### config.mk
export PLATFORM = sky130hd
export DESIGN_NAME = hls_ctrl_master
export DESIGN_NICKNAME = d
export VERILOG_FILES = /design/src/rtl/hls_ctrl_master.sv
export SDC_FILE = /design/constraint.sdc
export NUM_CORES = 1
export LEC_CHECK = 0
export ABC_CLOCK_PERIOD_IN_PS = 2900
export BUFFER_PORTS_ARGS = -buffer_cell sky130_fd_sc_hd__buf_2
export CAP_MARGIN = 25
export CORE_MARGIN = 1.5
export CORE_UTILIZATION = 52
export DETAILED_ROUTE_END_ITERATION = 12
export HOLD_SLACK_MARGIN = 0.08
export PLACE_DENSITY = 0.82
export SYNTH_ARGS = -nofsm -noshare
export SYNTH_HDL_FRONTEND = slang
export SYNTH_SLANG_ARGS = --single-unit
### constraint.sdc
create_clock -name clk -period 2.9 [get_ports clk]
set_input_delay 0 -clock clk [delete_from_list [all_inputs] [get_ports clk]]
set_output_delay 0 -clock clk [all_outputs]
set_load 0.05 [all_outputs]
### src/rtl/hls_ctrl_master.sv
// hls_ctrl_master: AXI4-Lite initiator that writes ap_start to the HLS ap_ctrl register, then polls it until ap_done.
// Latency: done pulses 6 cycles after start (zero-wait slave, POLL_GAP=0, ap_done on the first read).
// Backpressure: each VALID is held until its READY; BREADY/RREADY are raised only while a response is outstanding.
//
// Ports: clk, rst (synchronous, active-high); start/busy/done launch and retire a run; err and timeout are
// sticky until the next accepted start; status holds RDATA of the last completed read; poll_cnt counts
// completed poll reads (saturating); m_axi_* is the AXI4-Lite master toward the s_axi_config slave.
module hls_ctrl_master #(
    parameter int unsigned C_S_AXI_CONFIG_ADDR_WIDTH = 5,
    parameter int unsigned C_S_AXI_CONFIG_DATA_WIDTH = 32,
    parameter int unsigned CTRL_ADDR                 = 0,
    parameter int unsigned POLL_GAP                  = 4,
    parameter int unsigned MAX_POLLS                 = 0
) (
    input  logic                                     clk,
    input  logic                                     rst,
    input  logic                                     start,
    output logic                                     busy,
    output logic                                     done,
    output logic                                     err,
    output logic                                     timeout,
    output logic [C_S_AXI_CONFIG_DATA_WIDTH-1:0]     status,
    output logic [15:0]                              poll_cnt,
    output logic                                     m_axi_AWVALID,
    input  logic                                     m_axi_AWREADY,
    output logic [C_S_AXI_CONFIG_ADDR_WIDTH-1:0]     m_axi_AWADDR,
    output logic                                     m_axi_WVALID,
    input  logic                                     m_axi_WREADY,
    output logic [C_S_AXI_CONFIG_DATA_WIDTH-1:0]     m_axi_WDATA,
    output logic [C_S_AXI_CONFIG_DATA_WIDTH/8-1:0]   m_axi_WSTRB,
    input  logic                                     m_axi_BVALID,
    output logic                                     m_axi_BREADY,
    input  logic [1:0]                               m_axi_BRESP,
    output logic                                     m_axi_ARVALID,
    input  logic                                     m_axi_ARREADY,
    output logic [C_S_AXI_CONFIG_ADDR_WIDTH-1:0]     m_axi_ARADDR,
    input  logic                                     m_axi_RVALID,
    output logic                                     m_axi_RREADY,
    input  logic [C_S_AXI_CONFIG_DATA_WIDTH-1:0]     m_axi_RDATA,
    input  logic [1:0]                               m_axi_RRESP
);
    localparam int unsigned AW = C_S_AXI_CONFIG_ADDR_WIDTH;
    localparam int unsigned DW = C_S_AXI_CONFIG_DATA_WIDTH;
    localparam logic [AW-1:0] CTRL_A      = AW'(CTRL_ADDR);
    localparam logic [DW-1:0] START_WORD  = {{(DW-1){1'b0}}, 1'b1};
    // GAP always lasts at least one cycle, so the counter is loaded with POLL_GAP-1 (0 when POLL_GAP is 0).
    localparam logic [31:0]   GAP_LOAD    = (POLL_GAP == 0) ? 32'd0 : 32'(POLL_GAP - 1);

    typedef enum logic [2:0] {IDLE, WR_REQ, WR_RESP, GAP, RD_REQ, RD_RESP, FIN} state_t;

    state_t         state_q, state_d;
    logic           aw_ok_q, aw_ok_d;
    logic           w_ok_q, w_ok_d;
    logic [31:0]    gap_cnt_q, gap_cnt_d;
    logic           done_d, busy_d, err_d, timeout_d;
    logic [DW-1:0]  status_d;
    logic [15:0]    poll_cnt_d, poll_cnt_inc;
    logic           awvalid_d, wvalid_d, bready_d, arvalid_d, rready_d;
    logic           aw_hs, w_hs, last_poll;

    always_comb begin
        state_d      = state_q;
        aw_ok_d      = aw_ok_q;
        w_ok_d       = w_ok_q;
        gap_cnt_d    = gap_cnt_q;
        err_d        = err;
        timeout_d    = timeout;
        status_d     = status;
        poll_cnt_d   = poll_cnt;
        awvalid_d    = m_axi_AWVALID;
        wvalid_d     = m_axi_WVALID;
        bready_d     = m_axi_BREADY;
        arvalid_d    = m_axi_ARVALID;
        rready_d     = m_axi_RREADY;
        aw_hs        = m_axi_AWVALID & m_axi_AWREADY;
        w_hs         = m_axi_WVALID & m_axi_WREADY;
        poll_cnt_inc = (poll_cnt == 16'hFFFF) ? poll_cnt : poll_cnt + 16'd1;
        // Compare the pre-increment count so the read that reaches MAX_POLLS is the last one.
        last_poll    = (MAX_POLLS != 0) && (({16'd0, poll_cnt} + 32'd1) == MAX_POLLS);

        case (state_q)
            IDLE: begin
                if (start) begin
                    state_d    = WR_REQ;
                    awvalid_d  = 1'b1;
                    wvalid_d   = 1'b1;
                    err_d      = 1'b0;
                    timeout_d  = 1'b0;
                    poll_cnt_d = '0;
                end
            end
            WR_REQ: begin
                // AW and W retire independently; each VALID drops right after its own handshake.
                if (aw_hs) begin
                    awvalid_d = 1'b0;
                    aw_ok_d   = 1'b1;
                end
                if (w_hs) begin
                    wvalid_d = 1'b0;
                    w_ok_d   = 1'b1;
                end
                if ((aw_ok_q | aw_hs) & (w_ok_q | w_hs)) begin
                    state_d  = WR_RESP;
                    bready_d = 1'b1;
                    aw_ok_d  = 1'b0;
                    w_ok_d   = 1'b0;
                end
            end
            WR_RESP: begin
                if (m_axi_BVALID) begin
                    bready_d = 1'b0;
                    if (m_axi_BRESP != 2'b00) begin
                        err_d   = 1'b1;
                        state_d = FIN;
                    end else begin
                        state_d   = GAP;
                        gap_cnt_d = GAP_LOAD;
                    end
                end
            end
            GAP: begin
                if (gap_cnt_q == 32'd0) begin
                    state_d   = RD_REQ;
                    arvalid_d = 1'b1;
                end else begin
                    gap_cnt_d = gap_cnt_q - 32'd1;
                end
            end
            RD_REQ: begin
                if (m_axi_ARREADY) begin
                    arvalid_d = 1'b0;
                    rready_d  = 1'b1;
                    state_d   = RD_RESP;
                end
            end
            RD_RESP: begin
                if (m_axi_RVALID) begin
                    rready_d   = 1'b0;
                    status_d   = m_axi_RDATA;
                    poll_cnt_d = poll_cnt_inc;
                    if (m_axi_RRESP != 2'b00) begin
                        err_d   = 1'b1;
                        state_d = FIN;
                    end else if (m_axi_RDATA[1]) begin
                        state_d = FIN;
                    end else if (last_poll) begin
                        err_d     = 1'b1;
                        timeout_d = 1'b1;
                        state_d   = FIN;
                    end else begin
                        state_d   = GAP;
                        gap_cnt_d = GAP_LOAD;
                    end
                end
            end
            FIN: begin
                state_d = IDLE;
            end
            default: begin
                state_d = IDLE;
            end
        endcase

        done_d = (state_d == FIN);
        busy_d = (state_d != IDLE);
    end

    always_ff @(posedge clk) begin
        if (rst) begin
            state_q       <= IDLE;
            aw_ok_q       <= 1'b0;
            w_ok_q        <= 1'b0;
            gap_cnt_q     <= '0;
            busy          <= 1'b0;
            done          <= 1'b0;
            err           <= 1'b0;
            timeout       <= 1'b0;
            status        <= '0;
            poll_cnt      <= '0;
            m_axi_AWVALID <= 1'b0;
            m_axi_WVALID  <= 1'b0;
            m_axi_BREADY  <= 1'b0;
            m_axi_ARVALID <= 1'b0;
            m_axi_RREADY  <= 1'b0;
            m_axi_AWADDR  <= CTRL_A;
            m_axi_ARADDR  <= CTRL_A;
            m_axi_WDATA   <= START_WORD;
            m_axi_WSTRB   <= '1;
        end else begin
            state_q       <= state_d;
            aw_ok_q       <= aw_ok_d;
            w_ok_q        <= w_ok_d;
            gap_cnt_q     <= gap_cnt_d;
            busy          <= busy_d;
            done          <= done_d;
            err           <= err_d;
            timeout       <= timeout_d;
            status        <= status_d;
            poll_cnt      <= poll_cnt_d;
            m_axi_AWVALID <= awvalid_d;
            m_axi_WVALID  <= wvalid_d;
            m_axi_BREADY  <= bready_d;
            m_axi_ARVALID <= arvalid_d;
            m_axi_RREADY  <= rready_d;
            m_axi_AWADDR  <= CTRL_A;
            m_axi_ARADDR  <= CTRL_A;
            m_axi_WDATA   <= START_WORD;
            m_axi_WSTRB   <= '1;
        end
    end
endmodule

# --- Yosys cells after proc, flatten, opt, wreduce, memory -nomap -nowiden ---
# Cells that the tools add are included.
word_totals:
  out_inout_bits: 103
  register_bits: 93
  in_bits: 44
classes:
  n_addsub: 2
  n_reduce_logical: 25
  mux: 45
  eq_ne: 22
  bitwise: 5
op_table:
  columns: ["cell", "count"]
  rows:
  - ["32-bit two-way mux", 6]
  - ["32-bit one-hot mux with 3 select lines", 1]
  - ["16-bit two-way mux", 3]
  - ["32-bit zero test", 1]
  - ["16-bit one-hot mux with 2 select lines", 1]
  - ["32-bit by 1-bit subtractor with 32-bit output (second input constant)", 1]
  - ["2-bit != test (second input constant)", 15]
  - ["3-bit two-way mux", 9]
  - ["1-bit two-way mux", 18]
  - ["3-bit one-hot mux with 6 select lines", 1]
  - ["2-bit nonzero test", 9]
  - ["16-bit by 1-bit adder with 16-bit output (second input constant)", 1]
  - ["16-bit equality test (second input constant)", 1]
  - ["3-bit AND reduction", 5]
  - ["1-bit one-hot mux with 2 select lines", 5]
  - ["3-bit equality test (second input constant)", 3]
  - ["3-bit nonzero test", 3]
  - ["7-bit AND reduction", 1]
  - ["3-bit by 2-bit equality test with 1-bit output (second input constant)", 2]
  - ["2-bit AND reduction", 3]
  - ["6-bit AND reduction", 1]
  - ["4-bit AND reduction", 1]
  - ["1-bit bitwise AND", 3]
  - ["3-bit by 1-bit equality test with 1-bit output (second input constant)", 1]
  - ["other kinds (3)", 4]

# --- Depth between registers and ports, before layout ---
logic_depth:
  depth_word: 6
  depth_mapped: 9
  depth_no_buf: 7

# --- Least setup slack after synthesis ---
# Ideal clock, no wire load.
synth_timing:
  path_kind: "reg-to-reg"
  startpoint: "register poll_cnt[0]"
  endpoint: "register poll_cnt[1]"
  path_stages_with_launch: 9
  arrival_time_ns: 2.606
  required_time_ns: 2.772
  n_path_buf: 2
  period_less_slack_ns: 2.733
  path_slack_ns: 0.167
  setup_time_ns: 0.128
  path_cell_list: "dfxtp_1 > ha_1 > nand4_1 > or4_1 > o21ai_1 > clkbuf_1 > buf_1 > mux2i_1 > nor2_1"
synth_between:
  elab_chain_cells: 4
synth_rtl:
  columns: ["item", "line_no", "rtl"]
  rows:
  - ["start: declaration", "23", "output logic [15:0] poll_cnt,"]
  - ["start signal: assignment", "199", "poll_cnt <= poll_cnt_d;"]
  - ["16-bit by 1-bit adder with 16-bit output", "77", "poll_cnt_inc = (poll_cnt == 16'hFFFF) ? poll_cnt : poll_cnt + 16'd1;"]
  - ["16-bit two-way mux", "77", null]
  - ["16-bit two-way mux", "137", "if (m_axi_RVALID) begin"]
  - ["16-bit one-hot mux with 2 select lines", "81", "case (state_q)"]
# Several ways; a longest one is shown, not always the timed one. The select of a mux whose other input is x is not followed.
# A chain may end at the register's enable or synchronous reset.

# --- Final worst setup path ---
layout_timing:
  startpoint: "register gap_cnt_q[10]"
  endpoint: "register gap_cnt_q[24]"
layout_between:
  elab_chain_cells: 3
layout_rtl:
  columns: ["item", "line_no", "rtl"]
  rows:
  - ["start: declaration", "54", "logic [31:0] gap_cnt_q, gap_cnt_d;"]
  - ["start signal: assignment", "193", "gap_cnt_q <= gap_cnt_d;"]
  - ["32-bit by 1-bit subtractor with 32-bit output or 32-bit zero test (tied branches)", "126, 122", null]
  - ["32-bit two-way mux or 2-bit != test (tied branches)", null, null]
  - ["32-bit one-hot mux with 3 select lines or 7-bit AND reduction (tied branches)", null, null]
# Several ways; a longest one is shown, not always the timed one. The select of a mux whose other input is x is not followed.

==> impl_metrics.prom <==
# TYPE chip_impl_metric gauge
chip_impl_info{name="outcome",value="finished, violations left"} 1
chip_impl_info{name="violations_in_the_final_reports",value="DRC"} 1
chip_impl_metric{name="num_rows",unit=""} 34
chip_impl_metric{name="synth_largest_type_area_fraction",unit="%"} 39.20
chip_impl_info{name="worst_min_path_start",value="m_axi_BRESP[1]"} 1
chip_impl_info{name="crit_path_end_kind",value="flip-flop"} 1
chip_impl_metric{name="power_leakage",unit="nW"} 2.398
chip_impl_info{name="timing.setup.critical_path_class",value="reg2reg"} 1
chip_impl_metric{name="worstSetupPathDepth",unit=""} 5
chip_impl_info{name="min_to",value="err$_SDFFE_PP0P_"} 1
chip_impl_metric{name="min_path_cells",unit=""} 5
chip_impl_metric{name="initial_utilization",unit="%"} 53.94
chip_impl_metric{name="gr-usage-all-layers",unit="%"} 25.50
chip_impl_info{name="timing.rr.start",value="gap_cnt_q[10]$_SDFFE_PP0P_"} 1
chip_impl_metric{name="first_global_vias",unit=""} 4372
chip_impl_metric{name="grt_remaining_overflow",unit=""} 0
chip_impl_info{name="holdCritPathClass",value="in2reg"} 1
chip_impl_metric{name="critical_path.max_stage_delay",unit="ps"} 580
chip_impl_metric{name="cts_setup_buffers",unit=""} 0
chip_impl_metric{name="ff2ff_path_depth",unit=""} 5
chip_impl_metric{name="grt_first_pass_wirelength",unit="um"} 20490
chip_impl_metric{name="final_core_util",unit="%"} 64.95
chip_impl_metric{name="power_per_cell_area",unit="nW/um^2"} 445.2
chip_impl_metric{name="core_area",unit="um^2"} 8806
chip_impl_metric{name="timing.critical_path.fanout_max",unit=""} 6
chip_impl_metric{name="antenna_found_initial",unit=""} 0
chip_impl_metric{name="clkSinkCount",unit=""} 93
chip_impl_metric{name="routedWlPerCell",unit="um"} 15.20
chip_impl_metric{name="synth_seq_cells",unit=""} 93
chip_impl_metric{name="async_reset_ff_share",unit="%"} 0
chip_impl_metric{name="remaining_drc_errors",unit=""} 4
chip_impl_metric{name="tightest_slew",unit="ps"} 889.3
chip_impl_metric{name="cts-buffers-inserted",unit=""} 9
chip_impl_info{name="worst_setup_path_start_kind",value="flip-flop"} 1
chip_impl_metric{name="synth-seq-area-share",unit="%"} 39.20
chip_impl_info{name="worst_path_dominant_cell_family",value="simple AND/OR/NAND/NOR gates"} 1
chip_impl_metric{name="final_cell_area",unit="um^2"} 5719
chip_impl_metric{name="hold_bufs_inserted_after_cts",unit=""} 37
chip_impl_info{name="critical_path.slowest_cell",value="sky130_fd_sc_hd__or4_4"} 1
chip_impl_metric{name="ant_nets",unit=""} 0
chip_impl_metric{name="via_density_per_instance",unit=""} 5.841
chip_impl_info{name="timing.critical_path.cells",value="or4_4 -> or4_4 -> or4_1 -> or4_1 -> a21oi_1"} 1
chip_impl_metric{name="synth.avg_cell_area",unit="um^2"} 7.969
chip_impl_metric{name="finalHoldWorstSlack",unit="ps"} 128.4
chip_impl_metric{name="clk_path_buf_depth",unit=""} 2
chip_impl_metric{name="antenna_cells_inserted",unit=""} 0
chip_impl_metric{name="postSynthCellCount",unit=""} 596
chip_impl_metric{name="critPathBufInv",unit=""} 0
chip_impl_metric{name="die_y",unit="um"} 98.57
chip_impl_metric{name="finalNetCount",unit=""} 764
chip_impl_metric{name="final_layout_size_suffix_gt1_share",unit="%"} 19.69
chip_impl_metric{name="final.setup.tns",unit="ps"} 0
chip_impl_metric{name="final_hold_viol_count",unit=""} 0
chip_impl_metric{name="worst_clock_skew",unit="ps"} 14.52
chip_impl_metric{name="die-area",unit="um^2"} 9716
chip_impl_metric{name="yosys_warnings",unit=""} 0
chip_impl_metric{name="reg2reg_slack",unit="ps"} 340
chip_impl_metric{name="area_delta_synth_final",unit="%"} 20.42
chip_impl_metric{name="via_count",unit=""} 4842
chip_impl_metric{name="post_detailed_placement_cell_area",unit="um^2"} 5162
chip_impl_info{name="synth.top_cells.by_count",value="sky130_fd_sc_hd__dfxtp_1, sky130_fd_sc_hd__nand2_1, sky130_fd_sc_hd__a21oi_1, sky130_fd_sc_hd__buf_4, sky130_fd_sc_hd__or4_1"} 1
chip_impl_metric{name="power.total",unit="mW"} 2.546
chip_impl_info{name="reg2reg_to",value="gap_cnt_q[24]$_SDFFE_PP0P_"} 1
chip_impl_metric{name="max_slew_margin",unit="%"} 40.71
chip_impl_metric{name="postCtsResizedCells",unit=""} 0
chip_impl_metric{name="min_period",unit="ps"} 2558
chip_impl_info{name="cts_root_buffer",value="sky130_fd_sc_hd__clkbuf_8"} 1
chip_impl_metric{name="grt_start_max_net_pins",unit=""} 51
chip_impl_metric{name="cp_data_arrival_time",unit="ps"} 2850
chip_impl_metric{name="total_wire_length",unit="um"} 12600
chip_impl_metric{name="drt_pass1_iterations",unit=""} 11
chip_impl_info{name="synth.area.top_cells",value="sky130_fd_sc_hd__dfxtp_1, sky130_fd_sc_hd__a21oi_1, sky130_fd_sc_hd__buf_4, sky130_fd_sc_hd__nand2_1, sky130_fd_sc_hd__or4_1"} 1
chip_impl_metric{name="clkLatencyLatePin",unit="ps"} 370
chip_impl_metric{name="gpl.final_weighted_congestion",unit=""} 0.8891
chip_impl_metric{name="finalSetupViolCount",unit=""} 0
chip_impl_info{name="yosys.cell_count.top_type",value="sky130_fd_sc_hd__dfxtp_1"} 1
chip_impl_metric{name="synthDistinctLibCells",unit=""} 54
chip_impl_metric{name="hpwl_dp",unit="um"} 7970
chip_impl_metric{name="max_clock_freq",unit="MHz"} 391.0
chip_impl_info{name="synth_largest_area_cell",value="sky130_fd_sc_hd__dfxtp_1"} 1
chip_impl_info{name="cts_tree",value="yes"} 1
chip_impl_metric{name="cap_viol_max_count",unit=""} 0
chip_impl_info{name="synth_ff_type",value="sky130_fd_sc_hd__dfxtp_1"} 1
chip_impl_metric{name="port_buffers",unit=""} 99
chip_impl_metric{name="peakVddDrop",unit="mV"} 0.3752
chip_impl_metric{name="mappedNetlistArea",unit="um^2"} 4750
chip_impl_metric{name="die_width",unit="um"} 98.57
chip_impl_metric{name="cts_max_level",unit=""} 3
chip_impl_metric{name="cp.required",unit="ps"} 3200
chip_impl_metric{name="final.period_utilization",unit="%"} 88.19
chip_impl_info{name="grt_setup_unrepaired",value="false"} 1
chip_impl_metric{name="final-max-slew-violation-count",unit=""} 0
chip_impl_metric{name="synth_edf_count",unit=""} 0
chip_impl_metric{name="first_iter_violations",unit=""} 305
chip_impl_metric{name="pin_count",unit=""} 147
chip_impl_metric{name="clk_transition_reported_paths",unit="ps"} 90
## per-stage QoR
step | setup slack [ps] | instances
finish | 342.4 | 829
CTS | 352.5 | 829
global placement | 386.5 | 778
global route | 256.1 | 829
detailed placement | 355.7 | 778
floorplan | 166.7 | 641
## kinds of logic (layout without fill, tap and decap cells)
family,after synthesis,count (layout),synth area share [%]
xor gates and xnor gates,3,3,0.5533
other,2,47,0.1581
buffers and inverters,96,176,11.38
adders and majority gates,2,2,0.5268
and+or+nand+nor,247,247,28.29
muxes,3,3,0.6323
DFF,93,93,39.20
AOI/OAI and AO/OA,150,150,19.26
## layout by cell type, fill, tap and decap left out, types with 4 or more instances in the layout
cell type	n
sky130_fd_sc_hd__buf_2	99
sky130_fd_sc_hd__nand2b_1	5
sky130_fd_sc_hd__nand2_1	91
sky130_fd_sc_hd__a21oi_1	82
sky130_fd_sc_hd__nor2_1	26
sky130_fd_sc_hd__o21ai_0	8
sky130_fd_sc_hd__inv_1	14
sky130_fd_sc_hd__nand3_1	17
sky130_fd_sc_hd__nor4_1	10
sky130_fd_sc_hd__nand4_1	8
sky130_fd_sc_hd__o31ai_1	27
sky130_fd_sc_hd__dfxtp_1	93
sky130_fd_sc_hd__o41ai_1	8
sky130_fd_sc_hd__nor3_1	7
sky130_fd_sc_hd__buf_4	12
sky130_fd_sc_hd__clkbuf_8	9
sky130_fd_sc_hd__o211ai_1	7
sky130_fd_sc_hd__conb_1	47
sky130_fd_sc_hd__or3b_2	4
sky130_fd_sc_hd__dlygate4sd3_1	37
sky130_fd_sc_hd__or3_1	10
sky130_fd_sc_hd__or4_1	37
sky130_fd_sc_hd__or2_2	5
## power breakdown
group / internal, mW / total [mW] / leakage [nW] / switching [mW]
clock network: 0.394 / 0.856 / 0.0878 / 0.462
registers: 1.29 / 1.30 / 0.750 / 0.0157
logic: 0.105 / 0.385 / 1.56 / 0.280
total: 1.79 / 2.55 / 2.40 / 0.758
## per-layer routing
metal  wire (um)  GRT usage (%)  vias to the layer above
li1            -              -                     2329
met1        5131          30.57                     2279
met2        6453          44.82                      197
met3         631          4.397                       37
met4         384          11.43                        0
met5           0              0                        -
## tightest hold or removal path, delay by kind of cell
family                 cells  cell delay [ps]
AOI/OAI and AO/OA          2              200
buffers and inverters      1               80
and+or+nand+nor            2              160
## sequential cells by signal, indices dropped and copies added, names as in the netlist
name / flops
w_ok_q: 1
m_axi_ARVALID: 1
status: 32
poll_cnt: 16
m_axi_WVALID: 1
err: 1
done: 1
gap_cnt_q: 32
m_axi_BREADY: 1
busy: 1
aw_ok_q: 1
m_axi_AWVALID: 1
m_axi_RREADY: 1
state_q: 3
## worst max-delay path by stage
stage                                     startpoint                         end  slack, ps
after floorplan             poll_cnt[0]$_SDFFE_PP0P_    poll_cnt[1]$_SDFFE_PP0P_        170
after global placement    gap_cnt_q[10]$_SDFFE_PP0P_  gap_cnt_q[24]$_SDFFE_PP0P_        390
after detailed placement  gap_cnt_q[10]$_SDFFE_PP0P_  gap_cnt_q[24]$_SDFFE_PP0P_        360
after CTS                 gap_cnt_q[10]$_SDFFE_PP0P_  gap_cnt_q[24]$_SDFFE_PP0P_        350
after global routing      gap_cnt_q[10]$_SDFFE_PP0P_  gap_cnt_q[24]$_SDFFE_PP0P_        260
final                     gap_cnt_q[10]$_SDFFE_PP0P_  gap_cnt_q[24]$_SDFFE_PP0P_        340
## layout make-up
cell class / instances / area (um^2)
clock buffers: 9 / 123.9
clock inverters: 5 / 62.56
fillers: 691 / 3087
inverters: 14 / 52.55
multi-input cells: 452 / 2527
flip-flops and latches: 93 / 1862
well taps: 108 / 135.1
repair buffers: 148 / 955.9
No activity file was read; power rests on OpenSTA's default activity.
